--- src/rtl/ci_if_pkg.sv ---
// rtl/ci_if_pkg.sv - shared state encoding and defaults for the CDC channel arbiter
package ci_if_pkg;

    typedef logic [2:0] state_t;

    localparam state_t ST_IDLE  = 3'd0;
    localparam state_t ST_ISSUE = 3'd1;
    localparam state_t ST_WAIT  = 3'd2;
    localparam state_t ST_DONE  = 3'd3;
    localparam state_t ST_ERR   = 3'd4;

    localparam int N_REQ_DEF   = 4;
    localparam int TIMEOUT_DEF = 200;

endpackage

--- src/rtl/ci_rr_pick.sv ---
// rtl/ci_rr_pick.sv - combinational round-robin selector: first set request at or above ptr, with wrap
module ci_rr_pick #(
    parameter int N_REQ = 4,
    parameter int IDX_W = 2
) (
    input  logic [N_REQ-1:0] req,
    input  logic [IDX_W-1:0] ptr,
    output logic [N_REQ-1:0] gnt,
    output logic [IDX_W-1:0] idx,
    output logic             valid
);

    int                 j;
    logic [IDX_W-1:0]   jj;

    always_comb begin
        gnt   = '0;
        idx   = '0;
        valid = 1'b0;
        j     = 0;
        jj    = '0;
        for (int k = 0; k < N_REQ; k++) begin
            j = int'(ptr) + k;
            if (j >= N_REQ) begin
                j = j - N_REQ;
            end
            jj = IDX_W'(j);
            if (!valid && req[jj]) begin
                valid   = 1'b1;
                gnt[jj] = 1'b1;
                idx     = jj;
            end
        end
    end

endmodule

--- src/rtl/ci_if_cdc_arb.sv ---
// rtl/ci_if_cdc_arb.sv - round-robin sequencer sharing one pulse-handshake CDC channel
// Each grant issues one master-enable pulse, then waits for ready or timeout.
module ci_if_cdc_arb
    import ci_if_pkg::*;
#(
    parameter int N_REQ   = N_REQ_DEF,
    parameter int IDX_W   = 2,
    parameter int TO_W    = 8,
    parameter int TIMEOUT = TIMEOUT_DEF
) (
    input  logic             i_mclk,
    input  logic             i_rst_n,
    input  logic             i_en,
    input  logic [N_REQ-1:0] i_req,
    input  logic             i_rdy,
    output logic             o_men,
    output logic             o_ena_m,
    output logic             o_ena_ack,
    output logic [N_REQ-1:0] o_gnt,
    output logic [IDX_W-1:0] o_idx,
    output logic [N_REQ-1:0] o_done,
    output logic [N_REQ-1:0] o_err,
    output logic             o_busy
);

    localparam logic [TO_W-1:0]  TO_LAST  = TO_W'(TIMEOUT - 1);
    localparam logic [IDX_W-1:0] IDX_LAST = IDX_W'(N_REQ - 1);

    state_t             state_q, state_d;
    logic [N_REQ-1:0]   gnt_q, gnt_d;
    logic [IDX_W-1:0]   idx_q, idx_d;
    logic [IDX_W-1:0]   ptr_q, ptr_d;
    logic [TO_W-1:0]    cnt_q, cnt_d;
    logic               ena_ack_q, ena_ack_d;

    logic [N_REQ-1:0]   pick_gnt;
    logic [IDX_W-1:0]   pick_idx;
    logic               pick_valid;

    ci_rr_pick #(
        .N_REQ (N_REQ),
        .IDX_W (IDX_W)
    ) u_pick (
        .req   (i_req),
        .ptr   (ptr_q),
        .gnt   (pick_gnt),
        .idx   (pick_idx),
        .valid (pick_valid)
    );

    always_ff @(posedge i_mclk or negedge i_rst_n) begin
        if (!i_rst_n) begin
            state_q <= ST_IDLE;
        end else begin
            state_q <= state_d;
        end
    end

    always_comb begin
        state_d = state_q;
        case (state_q)
            ST_IDLE:  if (i_en && pick_valid) state_d = ST_ISSUE;
            ST_ISSUE: state_d = ST_WAIT;
            ST_WAIT: begin
                // ready takes priority over a timeout landing in the same cycle
                if (i_rdy) begin
                    state_d = ST_DONE;
                end else if (cnt_q == TO_LAST) begin
                    state_d = ST_ERR;
                end
            end
            ST_DONE:  state_d = ST_IDLE;
            ST_ERR:   state_d = ST_IDLE;
            default:  state_d = ST_IDLE;
        endcase
    end

    always_comb begin
        o_men     = (state_q == ST_ISSUE);
        o_ena_m   = (state_q == ST_ISSUE);
        o_ena_ack = ena_ack_q;
        o_gnt     = gnt_q;
        o_idx     = idx_q;
        o_done    = (state_q == ST_DONE) ? gnt_q : '0;
        o_err     = (state_q == ST_ERR)  ? gnt_q : '0;
        o_busy    = (state_q != ST_IDLE);
    end

    always_comb begin
        gnt_d     = gnt_q;
        idx_d     = idx_q;
        ptr_d     = ptr_q;
        cnt_d     = cnt_q;
        ena_ack_d = 1'b1;
        case (state_q)
            ST_IDLE: begin
                if (i_en && pick_valid) begin
                    gnt_d = pick_gnt;
                    idx_d = pick_idx;
                end
            end
            ST_ISSUE: cnt_d = '0;
            ST_WAIT:  cnt_d = cnt_q + TO_W'(1);
            ST_DONE, ST_ERR: begin
                gnt_d = '0;
                ptr_d = (idx_q == IDX_LAST) ? '0 : idx_q + IDX_W'(1);
            end
            default: begin
                gnt_d = '0;
            end
        endcase
    end

    always_ff @(posedge i_mclk or negedge i_rst_n) begin
        if (!i_rst_n) begin
            gnt_q     <= '0;
            idx_q     <= '0;
            ptr_q     <= '0;
            cnt_q     <= '0;
            ena_ack_q <= 1'b0;
        end else begin
            gnt_q     <= gnt_d;
            idx_q     <= idx_d;
            ptr_q     <= ptr_d;
            cnt_q     <= cnt_d;
            ena_ack_q <= ena_ack_d;
        end
    end

endmodule

--- config.mk ---
export PLATFORM = sky130hd
export DESIGN_NAME = ci_if_cdc_arb
export DESIGN_NICKNAME = d
export VERILOG_FILES = /design/src/rtl/ci_if_pkg.sv /design/src/rtl/ci_rr_pick.sv /design/src/rtl/ci_if_cdc_arb.sv
export SDC_FILE = /design/constraint.sdc
export NUM_CORES = 1
export LEC_CHECK = 0
export CAP_MARGIN = 15
export CORE_MARGIN = 1.5
export CORE_UTILIZATION = 60
export CTS_CLUSTER_DIAMETER = 80
export DETAILED_ROUTE_END_ITERATION = 7
export DONT_BUFFER_PORTS = 1
export PLACE_DENSITY = 0.83
export SYNTH_ARGS = -nofsm -noshare
export SYNTH_HDL_FRONTEND = slang
export SYNTH_SLANG_ARGS = --single-unit
--- constraint.sdc ---
create_clock -name i_mclk -period 3.2 [get_ports i_mclk]
set_input_delay 0.32 -clock i_mclk [delete_from_list [all_inputs] [get_ports i_mclk]]
set_output_delay 0.32 -clock i_mclk [all_outputs]
set_load 0.01 [all_outputs]
==> flow_summary.toml, run 1 <==
[power_and_ir_drop]
p_comb_share_pct = 54.4
p_sw_mw = 0.661
ir_drop_uv = 655
switching_share_pct = 47.6
powerDensity_nw_per_um2 = 867
seq_power_share_pct = 30.2
power_mw = 1.39
p_leak_nw = 0.704
clkPwrFrac_pct = 15.4
p_int_mw = 0.727

[route]
via_count = 1368
ant_nets = 0
first_iter_violations = 63
via_per_inst = 6.64
wl_per_cell_um = 17.3
first_pass_iters = 4
drc = 0
wl_mm = 3.57

[worst_setup_path]
critPathBufInv = 1
worstSetupStartpointType = "register"
critPathArrivalTime_ns = 2.73
cp.depth = 6
cp.required_ns = 3.41
cp-endpoint = "o_gnt[2]$_DFFE_PN0P_"
rrSetupSlack_ns = 0.68
slowest_stage = "mux4_2"
worstReg2RegStart = "ptr_q[1]$_DFFE_PN0P_"
path_max_fanout = 14
reg2reg_depth = 6
crit_family = "multiplexers"
cp_cell_sequence = "inv_2 > ha_1 > mux4_2 > a21oi_1 > a221oi_1 > a221o_1"
reg2reg_to = "o_gnt[2]$_DFFE_PN0P_"
worstSetupPathType = "register to register"
cp-end-kind = "register"
slowest_delay_ns = 0.62
critPathLaunch = "ptr_q[1]$_DFFE_PN0P_"

[synthesis]
synth_cell_types = 46
synth_seq_cells = 20
synth-async-reset-ratio_pct = 100
synth_warnings = 0
synth_fp_nets = 197
synth_edf_count = 0
avgSynthCellArea_um2 = 8.67
ys.flop_type = "dfrtp_1"
syn-instance-count = 180
syn_area_um2 = 1560
synth-seq-area-share_pct = 32.1

[timing]
setup_slack_ns = 0.684
finalMaxSlewViolations = 0
hold_viol = 0
fmax_ghz = 0.397
setup_viol = 0
rsz0062_at_grt = "no"
max_slew_margin_pct = 39.0
fin_tns_setup_ns = 0
fin_crit_sh_pct = 78.6
worst_pin_slew_ns = 0.912
skew_ns = 0.000947
period_needed_ns = 2.52
holdWs_ns = 0.112

[final_layout]
drive_above_1_share_pct = 10.2
final_common_cell = "dfrtp_1"
area_growth_pct = 2.65
final_nets = 194
utilization_pct = 64.6
layout_common_cells = "dfrtp_1 (20), o21ai_0 (14), nor2_1 (13), nand2_1 (13)"
fillCellCount = 201
diodes = 0

[global_route]
grt_remaining_overflow = 0
first_global_vias = 1243
grt_max_degree = 22
grt_usage_pct = 27.0
antenna_found_initial = 0
grt_first_pass_wirelength_mm = 5.73

[clock_tree]
cts_buffers = 3
cts_sinks = 20
cts_resized = 0
cts_buffer_depth = 2
cts_hold_buf = 1
clock-root-buffer = "clkbuf_4"
clk_latency_ns = 0.31
cts_setup_buffers = 0
path_clk_slew_ns = 0.12
cts_tree = "yes"
htreeDepth = 1

[floorplan]
num_rows = 18
initial_utilization_pct = 63.0
die_height_um = 54.0
core_um2 = 2480
top_level_ports = 26
die_x_um = 54.0
dieArea_um2 = 2920

[run]
cap_violations = 0

[place]
io_buffers = 0
gp_congestion = 0.869
dpl.hpwl_mm = 2.53
dp_worst_setup_slack_ns = 0.729

[worst_hold_path]
hp-start = "i_rdy"
hp-class = "input pin to register"
hold_depth = 2

[run_status]
outcome = "complete, no violations"
==> worst reg2reg max path, cell delays in order (launching register included) <==
cell and delay, ns:
dfrtp_1 0.54, inv_2 0.13, ha_1 0.57, mux4_2 0.62, a21oi_1 0.20, a221oi_1 0.09, a221o_1 0.27
==> how the worst min path moves through the flow <==
stage	to
after global placement	state_q[2]$_DFFE_PN0P_
after floorplan	cnt_q[0]$_DFFE_PN0N_
after detailed placement	o_gnt[0]$_DFFE_PN0P_
after CTS	state_q[0]$_DFFE_PN0P_
after global routing	state_q[0]$_DFFE_PN0P_
final	state_q[0]$_DFFE_PN0P_
==> area by class of cell <==
cell class / instances / area, um^2 / share of cell area (%)
inverter: 12 / 45.0 / 2.81
timing repair buffer: 2 / 17.5 / 1.09
clock inverter: 1 / 30.0 / 1.87
clock buffer: 3 / 22.5 / 1.41
tap: 30 / 37.5 / 2.34
multi-input combinational: 138 / 948 / 59.2
sequential: 20 / 500 / 31.2
==> metrics by stage <==
step / area (um^2) / cells
final: 1600 / 206
after global routing: 1600 / 206
after CTS: 1600 / 206
after detailed placement: 1540 / 201
after global placement: 1540 / 201
after floorplan: 1560 / 180
==> routing by layer <==
metal / track usage (%) / up-vias / routed length (um) / share of wire, %
met5: 0 / - / 0 / 0
met4: 12.5 / 0 / 48 / 1.3
met3: 5.28 / 8 / 265 / 7.4
met2: 44.1 / 58 / 1760 / 49
met1: 34.3 / 649 / 1500 / 42
li1: - / 653 / - / -
==> kinds of logic (layout without fill, tap and decap cells) <==
logic type | count (synthesis) | count (layout) | share of synthesized area (%)
multiplexers | 7 | 7 | 5.69
buffers and inverters | 22 | 18 | 7.14
adder cells (fa/ha/maj) | 9 | 9 | 7.22
flip-flops | 20 | 20 | 32.1
other | 1 | 1 | 0.240
AO/OA/AOI/OAI | 53 | 53 | 23.2
AND/OR/NAND/NOR | 68 | 68 | 24.5
==> cells in the mapped netlist, types with 3 or more instances <==
cell      instances  area (um^2)
a21oi_1          11         55.1
a221o_1           4         40.0
a221oi_1          4         35.0
and2_1            6         37.5
and3_1            8         50.1
buf_4             3         22.5
clkbuf_1          3         11.3
dfrtp_1          20          500
ha_1              9          113
inv_1            11         41.3
mux2i_1           3         30.0
nand2_1          13         48.8
nand3_1           6         30.0
nand4_1           3         18.8
nor2_1           13         48.8
nor3_1            3         15.0
o211ai_1          5         37.5
o21ai_0          14         70.1
o21ai_1           3         15.0
or3_1             5         31.3
==> registers in the layout, indices dropped and copies added (netlist names) <==
| name | flops |
|---|---|
| cnt_q | 8 |
| o_gnt | 4 |
| state_q | 3 |
| o_idx | 2 |
| ptr_q | 2 |
| o_ena_ack | 1 |
==> power by group through the flow <==
stage	clock network (mW)	logic [mW]	registers, mW
after global routing	0.228	0.841	0.433
final	0.214	0.755	0.419
after global placement	0	0.690	0.417
after detailed placement	0	0.730	0.422
after CTS	0.217	0.745	0.418
after floorplan	0	0.615	0.403
Note: power is estimated with default switching activity, not from simulation.
==> run 2, diff against run 1 <==
clock period = 2.6 ns   (was 3.2 ns; I/O delays follow)
==> run 2 against run 1 <==
Against the previous run: via count grew 2.3%; wire length shrank 1.3%; register-to-register slack got worse by 0.55 ns; die area is the same; sequential share of layout area shrank 0.15 points; utilization increased by 0.30 points; first-iteration DRC count shrank 19%; clock skew is 0.0041 ns higher; cell area increased by 0.47%; sequential cell count is the same; fmax increased by 2.1%; worst hold slack worse by 0.057 ns; critical endpoint unchanged; largest cell class unchanged; highest routed layer unchanged.
==> flow_summary.toml, run 2 (synthesized netlist as in run 1, its figures left out) <==
[worst_setup_path]
worstReg2RegStart = "ptr_q[1]$_DFFE_PN0P_"
critPathLaunch = "ptr_q[1]$_DFFE_PN0P_"
slowest_delay_ns = 0.58
worstSetupStartpointType = "register"
cp.required_ns = 2.86
critPathArrivalTime_ns = 2.73
cp-end-kind = "register"
worstSetupPathType = "register to register"
cp_cell_sequence = "inv_2 > ha_1 > buf_4 > nor2b_1 > a211oi_2 > o211ai_1 > a221oi_1 > a221o_1"
slowest_stage = "dfrtp_1"
path_max_fanout = 10

[power_and_ir_drop]
p_leak_nw = 0.709
powerDensity_nw_per_um2 = 1070
ir_drop_uv = 687

[route]
wl_mm = 3.53
drc = 0
first_pass_iters = 4
ant_nets = 0
wl_per_cell_um = 17.0
via_per_inst = 6.76
via_count = 1399
first_iter_violations = 51

[clock_tree]
cts_tree = "yes"
clk_latency_ns = 0.31
path_clk_slew_ns = 0.13
cts_buffer_depth = 2
clock-root-buffer = "clkbuf_4"
htreeDepth = 1
cts_sinks = 20
cts_setup_buffers = 0
cts_buffers = 3

[final_layout]
final_nets = 195
top_register = "cnt_q"
fin_cells = 207
area_growth_pct = 3.13
layout_common_cells = "dfrtp_1 (20), o21ai_0 (14), nor2_1 (13), nand2_1 (13)"
final_common_cell = "dfrtp_1"
largest_register_ffs = 8
drive_above_1_share_pct = 10.7
diodes = 0

[floorplan]
die_x_um = 54.0
initial_utilization_pct = 63.0
num_rows = 18
top_level_ports = 26
core_um2 = 2480
dieArea_um2 = 2920
die_height_um = 54.0

[place]
gp_congestion = 0.812
dpl.hpwl_mm = 2.54
dp_cells = 202
io_buffers = 0

[run_status]
outcome = "complete, no violations"

[global_route]
use_met2_pct = 40.7
busiest_layer = "met2"
grt_remaining_overflow = 0
antenna_found_initial = 0
grt_first_pass_wirelength_mm = 5.40
use_met3_pct = 4.44
grt_usage_pct = 25.3
grt_max_degree = 22
first_global_vias = 1286
use_met1_pct = 32.2

[timing]
period_needed_ns = 2.46
max_slew_margin_pct = 42.2
holdWs_ns = 0.0552
setup_viol = 0
rsz0062_at_grt = "no"
skew_ns = 0.00508
finalMaxSlewViolations = 0
worst_pin_slew_ns = 0.864
fmax_ghz = 0.406
hold_viol = 0
fin_crit_sh_pct = 94.8
fin_tns_setup_ns = 0

[worst_hold_path]
hp-class = "input pin to register"
hp-start = "i_rdy"

[run]
cap_violations = 0
## run 2: cell types whose count changed in the layout (fill, tap and decap cells not counted), sizes merged
cell / change
buf: +1
## run 2: worst paths after layout
check	slack (ns)	end	depth (start not counted)
setup / recovery	0.14	o_gnt[2]$_DFFE_PN0P_	8
hold / removal	0.06	state_q[0]$_DFFE_PN0P_	2
setup reg to reg	0.14	o_gnt[2]$_DFFE_PN0P_	8
hold reg to reg	0.52	cnt_q[2]$_DFFE_PN0N_	1
max in group asynchronous	1.58	cnt_q[1]$_DFFE_PN0N_	1
min in group asynchronous	0.49	o_gnt[2]$_DFFE_PN0P_	1
## run 2: layout make-up
| class | count | area (um^2) |
|---|---|---|
| Tap cell | 30 | 37.5 |
| Clock buffer | 3 | 22.5 |
| Sequential cell | 20 | 500 |
| Inverter | 12 | 45.0 |
| Fill cell | 210 | 868 |
| Clock inverter | 1 | 30.0 |
| Multi-Input combinational cell | 138 | 948 |
| Timing Repair Buffer | 3 | 25.0 |
## run 2: what timing repair did
item                      in CTS  in global routing
hold buffers                   1                  0
hold endpoints to repair      20                  0
gates resized for setup        0                  0
## run 2: metal layers
metal,routed length (um),up-vias
met3,277,7
met5,0,-
met4,58,0
met1,1560,658
met2,1630,79
li1,-,655
## run 2: report_power, final
part           switching [mW]  internal [mW]  total (mW)
clock network           0.107          0.156       0.263
registers               0.120          0.396       0.516
logic                   0.585          0.359       0.944
## run 2: worst max-delay path, delay by kind of cell, from the launching register on
family	cells	cell delay, ns
flops	1	0.58
fa+ha+maj	1	0.44
compound gates	4	0.99
simple gates	1	0.07
buf+inv	2	0.33
## run 2: metrics by stage
stage          setup WS (ns)  util [%]  total power [mW]  instance area (um^2)
2_1_floorplan          0.398         -              1.25                  1560
3_3_place_gp           0.377      62.4              1.38                  1550
3_5_place_dp           0.232      62.4              1.44                  1550
4_1_cts                0.196      64.9              1.71                  1610
5_1_grt               0.0239      64.9              1.85                  1610
6_report               0.135      64.9              1.72                  1610
==> run 3, diff against run 2 <==
clock period = 2.8 ns   (was 2.6 ns; I/O delays follow)
==> run 3 against run 2 <==
Against the previous run: the run now ends with design-rule violations left; total power shrank 6.9%; fmax about the same; die area is the same; register-to-register slack improved by 0.20 ns; largest cell class unchanged; largest power group unchanged; highest routed layer unchanged.
==> flow_summary.toml, run 3 (synthesized netlist as in run 1, its figures left out) <==
[run_status]
outcome = "complete, but fails checks"
violations = "design-rule violations"

[run]
cap_violations = 0

[floorplan]
core_um2 = 2480
die_x_um = 54.0
dieArea_um2 = 2920
initial_utilization_pct = 63.0
top_level_ports = 26
die_height_um = 54.0
num_rows = 18

[clock_tree]
cts_buffer_depth = 2
cts_tree = "yes"
clock-root-buffer = "clkbuf_4"
clk_latency_ns = 0.31
cts_buffers = 3
htreeDepth = 1
cts_sinks = 20
path_clk_slew_ns = 0.12

[final_layout]
fillCellCount = 212
largest_register_ffs = 8
drive_above_1_share_pct = 10.7
area_growth_pct = 3.13
diodes = 0
final_nets = 195
layout_common_cells = "dfrtp_1 (20), o21ai_0 (14), nor2_1 (13), nand2_1 (13)"
final_common_cell = "dfrtp_1"
top_register = "cnt_q"

[worst_setup_path]
worstReg2RegStart = "ptr_q[1]$_DFFE_PN0P_"
reg2reg_to = "o_gnt[2]$_DFFE_PN0P_"
worstSetupStartpointType = "register"
cp-end-kind = "register"
rrSetupSlack_ns = 0.34
cp.required_ns = 3.05
path_max_fanout = 10
cp_cell_sequence = "inv_2 > ha_1 > buf_4 > nor2b_1 > a211oi_2 > o211ai_1 > a221oi_1 > a221o_1"
critPathArrivalTime_ns = 2.71
slowest_stage = "dfrtp_1"
reg2reg_depth = 8
worstSetupPathType = "register to register"
slowest_delay_ns = 0.55

[global_route]
antenna_found_initial = 0
grt_usage_pct = 26.2
first_global_vias = 1249
grt_first_pass_wirelength_mm = 5.53
grt_max_degree = 22
grt_remaining_overflow = 0

[route]
drc = 1
first_iter_violations = 78
ant_nets = 0
wl_mm = 3.58
first_pass_iters = 6
wl_per_cell_um = 17.3
via_per_inst = 6.83
via_count = 1414

[worst_hold_path]
hold_depth = 2
hp-start = "i_rdy"
holdPathEnd = "state_q[0]$_DFFE_PN0P_"
hp-class = "input pin to register"

[timing]
setup_viol = 0
max_slew_margin_pct = 41.0
fin_tns_setup_ns = 0
holdWs_ns = 0.0909
setup_slack_ns = 0.336
skew_ns = 0.00552
finalMaxSlewViolations = 0
fin_crit_sh_pct = 88.0
hold_viol = 0
rsz0062_at_grt = "no"
worst_pin_slew_ns = 0.882
period_needed_ns = 2.46
fmax_ghz = 0.406

[power_and_ir_drop]
powerDensity_nw_per_um2 = 997
p_leak_nw = 0.709
ir_drop_uv = 565

[place]
gp_congestion = 0.812
dpl.hpwl_mm = 2.56
dp_worst_setup_slack_ns = 0.393
io_buffers = 0
run 3: worst max path at each step:
stage / startpoint / to / cells past startpoint
final: ptr_q[1]$_DFFE_PN0P_ / o_gnt[2]$_DFFE_PN0P_ / 8
after CTS: ptr_q[1]$_DFFE_PN0P_ / o_gnt[2]$_DFFE_PN0P_ / 8
after global routing: ptr_q[1]$_DFFE_PN0P_ / o_gnt[2]$_DFFE_PN0P_ / 8
after detailed placement: ptr_q[1]$_DFFE_PN0P_ / o_gnt[2]$_DFFE_PN0P_ / 8
after global placement: ptr_q[1]$_DFFE_PN0P_ / o_gnt[0]$_DFFE_PN0P_ / 6
after floorplan: ptr_q[0]$_DFFE_PN0P_ / o_gnt[0]$_DFFE_PN0P_ / 7
run 3: layout make-up:
class | instances | area [um^2] | share of cell area, %
Sequential cell | 20 | 500 | 31.1
Tap cell | 30 | 37.5 | 2.33
Multi-Input combinational cell | 138 | 948 | 58.9
Timing Repair Buffer | 3 | 25.0 | 1.56
Inverter | 12 | 45.0 | 2.80
Clock buffer | 3 | 22.5 | 1.40
Clock inverter | 1 | 30.0 | 1.87
run 3: worst max-delay path: cells and delay by family (launching register included):
family	cells	cell delay, ns
AOI/OAI and AO/OA	4	1.02
DFF	1	0.55
adders and majority gates	1	0.44
buffers and inverters	2	0.33
and+or+nand+nor	1	0.07
run 3: layer usage:
metal | global-route usage, % | part of all wire, %
met2 | 41.7 | 48
met3 | 4.44 | 8.0
met5 | 0 | 0
met1 | 34.3 | 42
met4 | 12.9 | 2.1
run 3: through the flow:
stage                     power (mW)  util, %  instances  area, um^2
after global placement          1.28     62.4        202        1550
final                           1.60     64.9        207        1610
after floorplan                 1.16        -        180        1560
after detailed placement        1.33     62.4        202        1550
after CTS                       1.59     64.9        207        1610
after global routing            1.72     64.9        207        1610
run 3: repair_timing:
action	CTS	global route
resized for setup	0	0
setup buffers	0	0
hold buffers	1	0
hold endpoints to repair	20	0
run 3: power breakdown:
group,switching [mW],leakage (nW),internal [mW]
clock,0.0966,0.0279,0.145
sequential,0.109,0.262,0.368
combinational,0.553,0.419,0.333
